### src/rtl/easy_fifo_pkg.sv
// Shared types and the round-robin search used by the AXIS arbiter.
// rr_pick scans up to 16 requesters starting at ptr and wrapping at n.
package easy_fifo_pkg;

   typedef enum logic {
      ARB_IDLE = 1'b0,
      ARB_LOCK = 1'b1
   } arb_state_t;

   localparam int unsigned RR_MAX_SRC = 16;

   typedef struct packed {
      logic       found;
      logic [3:0] idx;
   } rr_pick_t;

   function automatic rr_pick_t rr_pick(input logic [RR_MAX_SRC-1:0] req,
                                        input logic [3:0]            ptr,
                                        input int unsigned           n);
      rr_pick_t    res;
      int unsigned j;
      res = '0;
      for (int unsigned k = 0; k < RR_MAX_SRC; k++) begin
         // ptr < n, so one subtraction is enough to wrap
         j = 32'(ptr) + k;
         if (j >= n) j = j - n;
         if (!res.found && (k < n) && req[j[3:0]]) begin
            res.found = 1'b1;
            res.idx   = j[3:0];
         end
      end
      return res;
   endfunction

endpackage

### src/rtl/easy_fifo_axis_rr_arb_if.sv
// AXI-Stream bundle for the N-to-1 arbiter: N source channels in, one tagged channel out.
// slave is the arbiter's view; master is the view of whatever drives sources and sinks.
interface easy_fifo_axis_rr_arb_if #(
   parameter int DWIDTH = 32,
   parameter int N_SRC  = 4
);
   localparam int IDW = $clog2(N_SRC);

   logic [N_SRC*DWIDTH-1:0] s_axis_tdata;
   logic [N_SRC-1:0]        s_axis_tvalid;
   logic [N_SRC-1:0]        s_axis_tlast;
   logic [N_SRC-1:0]        s_axis_tready;
   logic [DWIDTH-1:0]       m_axis_tdata;
   logic                    m_axis_tvalid;
   logic                    m_axis_tlast;
   logic [IDW-1:0]          m_axis_tid;
   logic                    m_axis_tready;

   modport slave (
      input  s_axis_tdata, s_axis_tvalid, s_axis_tlast, m_axis_tready,
      output s_axis_tready, m_axis_tdata, m_axis_tvalid, m_axis_tlast, m_axis_tid
   );

   modport master (
      output s_axis_tdata, s_axis_tvalid, s_axis_tlast, m_axis_tready,
      input  s_axis_tready, m_axis_tdata, m_axis_tvalid, m_axis_tlast, m_axis_tid
   );

endinterface

### src/rtl/easy_fifo_axis_out_reg.sv
// Single-entry registered AXIS slot (data, last, tid, valid).
// slot_free_o says a new beat may be loaded this cycle.
module easy_fifo_axis_out_reg #(
   parameter int DWIDTH = 32,
   parameter int IDW    = 2
) (
   input  logic              clk,
   input  logic              rst,
   input  logic              load_i,
   input  logic [DWIDTH-1:0] data_i,
   input  logic              last_i,
   input  logic [IDW-1:0]    tid_i,
   input  logic              ready_i,
   output logic              valid_o,
   output logic [DWIDTH-1:0] data_o,
   output logic              last_o,
   output logic [IDW-1:0]    tid_o,
   output logic              slot_free_o
);

   logic              valid_q;
   logic [DWIDTH-1:0] data_q;
   logic              last_q;
   logic [IDW-1:0]    tid_q;

   assign slot_free_o = ~valid_q | ready_i;

   always_ff @(posedge clk or negedge rst) begin
      if (!rst) begin
         valid_q <= 1'b0;
         data_q  <= '0;
         last_q  <= 1'b0;
         tid_q   <= '0;
      end else if (load_i) begin
         valid_q <= 1'b1;
         data_q  <= data_i;
         last_q  <= last_i;
         tid_q   <= tid_i;
      end else if (ready_i) begin
         valid_q <= 1'b0;
      end
   end

   assign valid_o = valid_q;
   assign data_o  = data_q;
   assign last_o  = last_q;
   assign tid_o   = tid_q;

endmodule

### src/rtl/easy_fifo_axis_rr_arb.sv
// Packet-atomic N-to-1 AXIS arbiter feeding one registered output slot.
// A grant is held from arbitration until the granted source's tlast beat is accepted.
//
//   state    | meaning
//   ARB_IDLE | no grant; choose a winner among valid sources
//   ARB_LOCK | grant held; forward beats from the granted source
module easy_fifo_axis_rr_arb
   import easy_fifo_pkg::*;
#(
   parameter  int DWIDTH      = 32,
   parameter  int N_SRC       = 4,
   parameter  int ROUND_ROBIN = 1,
   localparam int IDW         = $clog2(N_SRC)
) (
   input  logic                    clk,
   input  logic                    rst,
   easy_fifo_axis_rr_arb_if.slave  axis,
   output logic                    busy
);

   arb_state_t        state_q, state_d;
   logic [IDW-1:0]    ptr_q, ptr_d;
   logic [IDW-1:0]    grant_q, grant_d;
   logic [N_SRC-1:0]  tready;
   logic              slot_free;
   logic              load;
   rr_pick_t          pick;

   logic [DWIDTH-1:0] g_data;
   logic              g_valid;
   logic              g_last;

   logic              m_valid;
   logic [DWIDTH-1:0] m_data;
   logic              m_last;
   logic [IDW-1:0]    m_tid;

   assign g_data  = axis.s_axis_tdata[grant_q*DWIDTH +: DWIDTH];
   assign g_valid = axis.s_axis_tvalid[grant_q];
   assign g_last  = axis.s_axis_tlast[grant_q];

   // fixed priority is the same search anchored at index 0
   assign pick = rr_pick(RR_MAX_SRC'(axis.s_axis_tvalid),
                         (ROUND_ROBIN != 0) ? 4'(ptr_q) : 4'd0,
                         N_SRC);

   always_ff @(posedge clk or negedge rst) begin
      if (!rst) begin
         state_q <= ARB_IDLE;
         ptr_q   <= '0;
         grant_q <= '0;
      end else begin
         state_q <= state_d;
         ptr_q   <= ptr_d;
         grant_q <= grant_d;
      end
   end

   always_comb begin
      state_d = state_q;
      ptr_d   = ptr_q;
      grant_d = grant_q;
      tready  = '0;
      load    = 1'b0;
      case (state_q)
         ARB_IDLE: begin
            if (pick.found) begin
               grant_d = IDW'(pick.idx);
               state_d = ARB_LOCK;
            end
         end
         ARB_LOCK: begin
            tready[grant_q] = slot_free;
            if (g_valid && slot_free) begin
               load = 1'b1;
               if (g_last) begin
                  state_d = ARB_IDLE;
                  ptr_d   = (grant_q == IDW'(N_SRC-1)) ? '0 : grant_q + IDW'(1);
               end
            end
         end
         default: state_d = ARB_IDLE;
      endcase
   end

   easy_fifo_axis_out_reg #(
      .DWIDTH (DWIDTH),
      .IDW    (IDW)
   ) u_out_reg (
      .clk         (clk),
      .rst         (rst),
      .load_i      (load),
      .data_i      (g_data),
      .last_i      (g_last),
      .tid_i       (grant_q),
      .ready_i     (axis.m_axis_tready),
      .valid_o     (m_valid),
      .data_o      (m_data),
      .last_o      (m_last),
      .tid_o       (m_tid),
      .slot_free_o (slot_free)
   );

   assign axis.s_axis_tready = tready;
   assign axis.m_axis_tvalid = m_valid;
   assign axis.m_axis_tdata  = m_data;
   assign axis.m_axis_tlast  = m_last;
   assign axis.m_axis_tid    = m_tid;
   assign busy               = (state_q == ARB_LOCK);

endmodule

### src/flat_wrapper.sv
// flat-port wrapper written by rule: the top's interface ports become plain ports
module easy_fifo_axis_rr_arb_flat import easy_fifo_pkg::*;
#(
   parameter  int DWIDTH      = 32,
   parameter  int N_SRC       = 4,
   parameter  int ROUND_ROBIN = 1,
   localparam int IDW         = $clog2(N_SRC)
)
  (clk, rst, busy, axis_s_axis_tdata, axis_s_axis_tvalid, axis_s_axis_tlast, axis_m_axis_tready, axis_s_axis_tready, axis_m_axis_tdata, axis_m_axis_tvalid, axis_m_axis_tlast, axis_m_axis_tid);
  easy_fifo_axis_rr_arb_if #(.DWIDTH(DWIDTH), .N_SRC(N_SRC)) axis_i ();
  input  logic clk;
  input  logic rst;
  output logic busy;
  input wire logic [$bits(axis_i.s_axis_tdata)-1:0] axis_s_axis_tdata;
  input wire logic [$bits(axis_i.s_axis_tvalid)-1:0] axis_s_axis_tvalid;
  input wire logic [$bits(axis_i.s_axis_tlast)-1:0] axis_s_axis_tlast;
  input wire logic [$bits(axis_i.m_axis_tready)-1:0] axis_m_axis_tready;
  output wire logic [$bits(axis_i.s_axis_tready)-1:0] axis_s_axis_tready;
  output wire logic [$bits(axis_i.m_axis_tdata)-1:0] axis_m_axis_tdata;
  output wire logic [$bits(axis_i.m_axis_tvalid)-1:0] axis_m_axis_tvalid;
  output wire logic [$bits(axis_i.m_axis_tlast)-1:0] axis_m_axis_tlast;
  output wire logic [$bits(axis_i.m_axis_tid)-1:0] axis_m_axis_tid;
  assign axis_i.s_axis_tdata = axis_s_axis_tdata;
  assign axis_i.s_axis_tvalid = axis_s_axis_tvalid;
  assign axis_i.s_axis_tlast = axis_s_axis_tlast;
  assign axis_i.m_axis_tready = axis_m_axis_tready;
  assign axis_s_axis_tready = axis_i.s_axis_tready;
  assign axis_m_axis_tdata = axis_i.m_axis_tdata;
  assign axis_m_axis_tvalid = axis_i.m_axis_tvalid;
  assign axis_m_axis_tlast = axis_i.m_axis_tlast;
  assign axis_m_axis_tid = axis_i.m_axis_tid;
  easy_fifo_axis_rr_arb #(.DWIDTH(DWIDTH), .N_SRC(N_SRC), .ROUND_ROBIN(ROUND_ROBIN)) u_core (.clk(clk), .rst(rst), .axis(axis_i), .busy(busy));
endmodule
### config.mk
export PLATFORM = sky130hd
export DESIGN_NAME = easy_fifo_axis_rr_arb_flat
export DESIGN_NICKNAME = d
export VERILOG_FILES = /design/src/rtl/easy_fifo_pkg.sv /design/src/rtl/easy_fifo_axis_rr_arb_if.sv /design/src/rtl/easy_fifo_axis_out_reg.sv /design/src/rtl/easy_fifo_axis_rr_arb.sv /design/src/flat_wrapper.sv
export SDC_FILE = /design/constraint.sdc
export NUM_CORES = 1
export LEC_CHECK = 0
export BUFFER_PORTS_ARGS = -buffer_cell sky130_fd_sc_hd__buf_4
export CELL_PAD_IN_SITES_DETAIL_PLACEMENT = 0
export CELL_PAD_IN_SITES_GLOBAL_PLACEMENT = 1
export CORE_ASPECT_RATIO = 1.2
export CORE_MARGIN = 2
export CORE_UTILIZATION = 29
export DETAILED_ROUTE_END_ITERATION = 8
export PLACE_DENSITY = 0.89
export SLEW_MARGIN = 5
export SYNTH_ARGS = -nofsm -noshare
export SYNTH_HDL_FRONTEND = slang
export SYNTH_SLANG_ARGS = --single-unit
export TNS_END_PERCENT = 5
### constraint.sdc
create_clock -name clk -period 1.9 [get_ports clk]
set_input_delay 0.095 -clock clk [delete_from_list [all_inputs] [get_ports clk]]
set_output_delay 0.095 -clock clk [all_outputs]
set_load 0.05 [all_outputs]
==> impl_metrics.xml <==
<?xml version="1.0" encoding="UTF-8"?>
<metrics>
  <group name="yosys">
    <metric name="ys.warnings.count" unit="">0</metric>
    <metric name="synthesized_flop_and_latch_total" unit="">41</metric>
    <metric name="syn_avg_cell_area" unit="µm²">14.9</metric>
    <metric name="synth_area" unit="µm²">2740</metric>
    <metric name="yosys.area.top_type" unit="">sky130_fd_sc_hd__dfrtp_1</metric>
    <metric name="synth_cells" unit="">184</metric>
    <metric name="seq_area_frac_synth" unit="%">37.5</metric>
    <metric name="synthesis.nets" unit="">331</metric>
    <metric name="post_synth_num_cell_types" unit="">39</metric>
    <metric name="synthTopCellsByArea" unit="">sky130_fd_sc_hd__dfrtp_1, sky130_fd_sc_hd__mux4_2, sky130_fd_sc_hd__mux2_1</metric>
    <metric name="netlist.area_leader.share" unit="%">37.5</metric>
  </group>
  <group name="worst_setup_path">
    <metric name="critical_path_required" unit="ns">2.08</metric>
    <metric name="reg2reg_slack" unit="ns">-0.003</metric>
    <metric name="crit_path_dat" unit="ns">2.08</metric>
    <metric name="timing.critical_path.fanout_max" unit="">5</metric>
    <metric name="r2r-start" unit="">u_core.ptr_q[1]$_DFFE_PN0P_</metric>
    <metric name="critPathLaunchType" unit="">flip-flop</metric>
    <metric name="worstSetupPathType" unit="">reg2reg</metric>
    <metric name="register_to_register_path_depth" unit="">8</metric>
    <metric name="critical_path.endpoint_type" unit="">flip-flop</metric>
    <metric name="worstReg2RegEnd" unit="">u_core.grant_q[0]$_DFFE_PN0P_</metric>
  </group>
  <group name="grt">
    <metric name="number_of_global_route_vias_before_repair" unit="">2688</metric>
    <metric name="largest_net_degree_at_the_start_of_global_routing" unit="">42</metric>
    <metric name="number_of_antenna_violations_at_the_first_check_in_global_routing" unit="">0</metric>
    <metric name="grt.overflow.total" unit="">0</metric>
    <metric name="gr_usage_total" unit="%">16.1</metric>
    <metric name="grt_pass1_wl" unit="mm">13.1</metric>
  </group>
  <group name="sta">
    <metric name="timing.final.max_slew_violations" unit="">0</metric>
    <metric name="fin_crit" unit="ns">1.90</metric>
    <metric name="rsz_0062_raised_after_global_routing" unit="">true</metric>
    <metric name="postLayoutSetupSlackWorst" unit="ns">-0.00348</metric>
    <metric name="maxClockFrequency" unit="MHz">525</metric>
    <metric name="report.final.hold_viol_count" unit="">0</metric>
    <metric name="post-route-period-util" unit="%">100</metric>
    <metric name="final_sum_of_negative_setup_slack" unit="ns">-0.00348</metric>
    <metric name="finalClockSkew" unit="ns">0.00742</metric>
    <metric name="final-setup-viol-count" unit="">1</metric>
    <metric name="timing.slew.headroom" unit="%">63.5</metric>
    <metric name="tightestPinTransition" unit="ns">0.547</metric>
  </group>
  <group name="die">
    <metric name="placement_rows" unit="">38</metric>
    <metric name="die_h" unit="µm">110</metric>
    <metric name="core-area" unit="µm²">9130</metric>
    <metric name="initial_core_util" unit="%">30.0</metric>
    <metric name="design.die.area" unit="µm²">10200</metric>
    <metric name="io_pins" unit="">180</metric>
    <metric name="die_w" unit="µm">92.7</metric>
  </group>
  <group name="final_layout">
    <metric name="final_util" unit="%">49.1</metric>
    <metric name="layout.cells.non_filler" unit="">493</metric>
    <metric name="design.final.nets" unit="">520</metric>
    <metric name="layout.cells.most_common_list" unit="">sky130_fd_sc_hd__buf_4, sky130_fd_sc_hd__dfrtp_1, sky130_fd_sc_hd__mux4_2</metric>
    <metric name="area_delta_synth_final" unit="%">63.7</metric>
    <metric name="layout_commonest_cell" unit="">sky130_fd_sc_hd__buf_4</metric>
    <metric name="final_area" unit="µm²">4480</metric>
    <metric name="diodes" unit="">0</metric>
    <metric name="post_route_cells_drive_above_1_share" unit="%">71.6</metric>
  </group>
  <group name="placement">
    <metric name="dpl-instance-area" unit="µm²">4290</metric>
    <metric name="place.detailed.instances" unit="">479</metric>
    <metric name="buffer_ports.inserted" unit="">179</metric>
    <metric name="place_congestion" unit="">0.813</metric>
    <metric name="place_hpwl" unit="mm">6.46</metric>
  </group>
  <group name="routing">
    <metric name="drt-vias-per-instance" unit="">4.92</metric>
    <metric name="drt_iter0_markers" unit="">67</metric>
    <metric name="average_routed_wire_per_standard_cell" unit="µm">17.2</metric>
    <metric name="drt-total-wl" unit="mm">8.48</metric>
    <metric name="ant_nets" unit="">0</metric>
    <metric name="dr_total_vias" unit="">2426</metric>
    <metric name="drc" unit="">0</metric>
    <metric name="dr.pass1.iters" unit="">4</metric>
  </group>
  <group name="clock_tree">
    <metric name="clkSlewWorstSetupHoldPaths" unit="ns">0.08</metric>
    <metric name="numCtsBuffers" unit="">5</metric>
    <metric name="worst_skew_pair.late_latency" unit="ns">0.29</metric>
    <metric name="clock_tree.buffer_depth" unit="">2</metric>
    <metric name="numClockSinks" unit="">41</metric>
    <metric name="cts_root_buf" unit="">sky130_fd_sc_hd__clkbuf_8</metric>
    <metric name="tritoncts_clock_tree" unit="">yes</metric>
    <metric name="clock_tree.htree_level_count" unit="">2</metric>
  </group>
  <group name="worst_hold_path">
    <metric name="worstHoldPathType" unit="">in2reg</metric>
    <metric name="worst_hold_path.endpoint" unit="">u_core.u_out_reg.valid_o$_DFFE_PN0P_</metric>
    <metric name="timing.hold.worst_path_depth" unit="">3</metric>
    <metric name="hold_path.startpoint" unit="">axis_m_axis_tready</metric>
  </group>
  <group name="run">
    <metric name="drv.max_cap_violation_count" unit="">0</metric>
  </group>
  <group name="outcome">
    <metric name="run_status" unit="">complete, but fails checks</metric>
    <metric name="failed_checks" unit="">negative setup slack</metric>
  </group>
  <group name="pwr">
    <metric name="peakVddDrop" unit="µV">706</metric>
    <metric name="power.leakage" unit="nW">2.11</metric>
    <metric name="cellPowerDensity" unit="nW/µm²">1780</metric>
  </group>
</metrics>
[per-layer routing]
metal | global-route usage, % | up-vias | routed length [µm] | share of wire, %
li1 | - | 1098 | - | -
met5 | 0 | - | 0 | 0
met2 | 31.5 | 112 | 4700 | 56
met3 | 2.73 | 12 | 561 | 6.6
met4 | 5.00 | 0 | 157 | 1.9
met1 | 17.0 | 1204 | 3050 | 36
[cells in the mapped netlist]
library cell / instances
sky130_fd_sc_hd__a21boi_1: 1
sky130_fd_sc_hd__a21boi_0: 1
sky130_fd_sc_hd__mux4_1: 1
sky130_fd_sc_hd__nor2_1: 4
sky130_fd_sc_hd__nand2b_1: 1
sky130_fd_sc_hd__clkbuf_1: 3
sky130_fd_sc_hd__buf_8: 1
sky130_fd_sc_hd__o21ai_1: 2
sky130_fd_sc_hd__and3_1: 4
sky130_fd_sc_hd__nand2_1: 9
sky130_fd_sc_hd__a211oi_1: 1
sky130_fd_sc_hd__buf_1: 1
sky130_fd_sc_hd__mux2i_1: 3
sky130_fd_sc_hd__and2_1: 1
sky130_fd_sc_hd__ha_1: 8
sky130_fd_sc_hd__nor2b_1: 1
sky130_fd_sc_hd__o31ai_1: 1
sky130_fd_sc_hd__a22o_1: 1
sky130_fd_sc_hd__buf_4: 1
sky130_fd_sc_hd__a221o_1: 1
sky130_fd_sc_hd__nand3_1: 1
sky130_fd_sc_hd__a211oi_2: 1
sky130_fd_sc_hd__nand3b_1: 1
sky130_fd_sc_hd__nor3_1: 1
sky130_fd_sc_hd__a21oi_1: 3
sky130_fd_sc_hd__mux4_2: 34
sky130_fd_sc_hd__nor4b_2: 1
sky130_fd_sc_hd__o21a_1: 1
sky130_fd_sc_hd__dfrtp_1: 41
sky130_fd_sc_hd__buf_6: 4
sky130_fd_sc_hd__or3_1: 1
sky130_fd_sc_hd__a32o_1: 1
sky130_fd_sc_hd__mux2_1: 21
sky130_fd_sc_hd__buf_2: 4
sky130_fd_sc_hd__mux2_2: 15
sky130_fd_sc_hd__o22a_1: 1
sky130_fd_sc_hd__o32a_1: 1
sky130_fd_sc_hd__nor3_2: 1
sky130_fd_sc_hd__inv_1: 5
[layout make-up]
class / count / area [µm²]
Sequential cell: 41 / 1030
Clock inverter: 2 / 35.0
Tap cell: 120 / 150
Timing Repair Buffer: 196 / 1540
Multi-Input combinational cell: 124 / 1640
Fill cell: 826 / 4650
Inverter: 5 / 18.8
Clock buffer: 5 / 68.8
[worst max-delay path, cell delays in order (launching register included)]
cell                       delay [ns]
sky130_fd_sc_hd__dfrtp_1         0.43
sky130_fd_sc_hd__inv_2           0.07
sky130_fd_sc_hd__ha_4            0.31
sky130_fd_sc_hd__a21boi_1        0.25
sky130_fd_sc_hd__a22o_1          0.26
sky130_fd_sc_hd__buf_4           0.13
sky130_fd_sc_hd__a32o_1          0.12
sky130_fd_sc_hd__a211oi_2        0.04
sky130_fd_sc_hd__o22a_1          0.17
[cell families (layout without fill, tap and decap cells)]
kind of cell / count (synthesis) / count (layout) / share of synthesized area, %
compound gates: 16 / 16 / 4.48
buf+inv: 19 / 208 / 4.43
fa+ha+maj: 8 / 8 / 3.65
mux: 74 / 74 / 44.8
flops: 41 / 41 / 37.5
simple gates: 26 / 26 / 5.16
[flip-flops by register name, indices dropped and copies added, names as in the netlist]
| signal | cells |
|---|---|
| u_core.u_out_reg.data_o | 32 |
| u_core.u_out_reg.valid_o | 1 |
| u_core.u_out_reg.tid_o | 2 |
| u_core.busy | 1 |
| u_core.u_out_reg.last_o | 1 |
| u_core.ptr_q | 2 |
| u_core.grant_q | 2 |
[power by group]
part	leakage [nW]	internal (mW)	switching, mW	total [mW]
logic	1.57	2.54	3.15	5.69
registers	0.479	1.34	0.279	1.62
clock network	0.0540	0.382	0.304	0.686
total	2.11	4.27	3.73	8.00
[metrics by stage]
step           setup WS (ns)  hold slack (ns)  power [mW]
2_1_floorplan       -0.00296           -0.201        5.51
3_5_place_dp          0.0345            0.126        7.15
3_3_place_gp          0.0856            0.123        7.04
6_report            -0.00348            0.173        8.00
5_1_grt              -0.0576            0.233        8.46
4_1_cts               0.0103            0.171        7.86
[how the worst max path moves through the flow]
stage | start | end | cells after the start
5_1_grt | u_core.ptr_q[1]$_DFFE_PN0P_ | u_core.grant_q[0]$_DFFE_PN0P_ | 7
2_1_floorplan | u_core.ptr_q[0]$_DFFE_PN0P_ | u_core.grant_q[0]$_DFFE_PN0P_ | 8
6_report | u_core.ptr_q[1]$_DFFE_PN0P_ | u_core.grant_q[0]$_DFFE_PN0P_ | 8
3_3_place_gp | u_core.ptr_q[0]$_DFFE_PN0P_ | u_core.grant_q[0]$_DFFE_PN0P_ | 7
3_5_place_dp | u_core.ptr_q[1]$_DFFE_PN0P_ | u_core.grant_q[0]$_DFFE_PN0P_ | 7
4_1_cts | u_core.ptr_q[1]$_DFFE_PN0P_ | u_core.grant_q[0]$_DFFE_PN0P_ | 7
[what timing repair did]
item,in CTS,in global routing
setup buffers,0,6
endpoints found under the hold margin,41,0
gates resized for setup,0,13
endpoints found under the setup margin,0,2
hold buffers,1,0
Power figures use the tool's default switching activity.
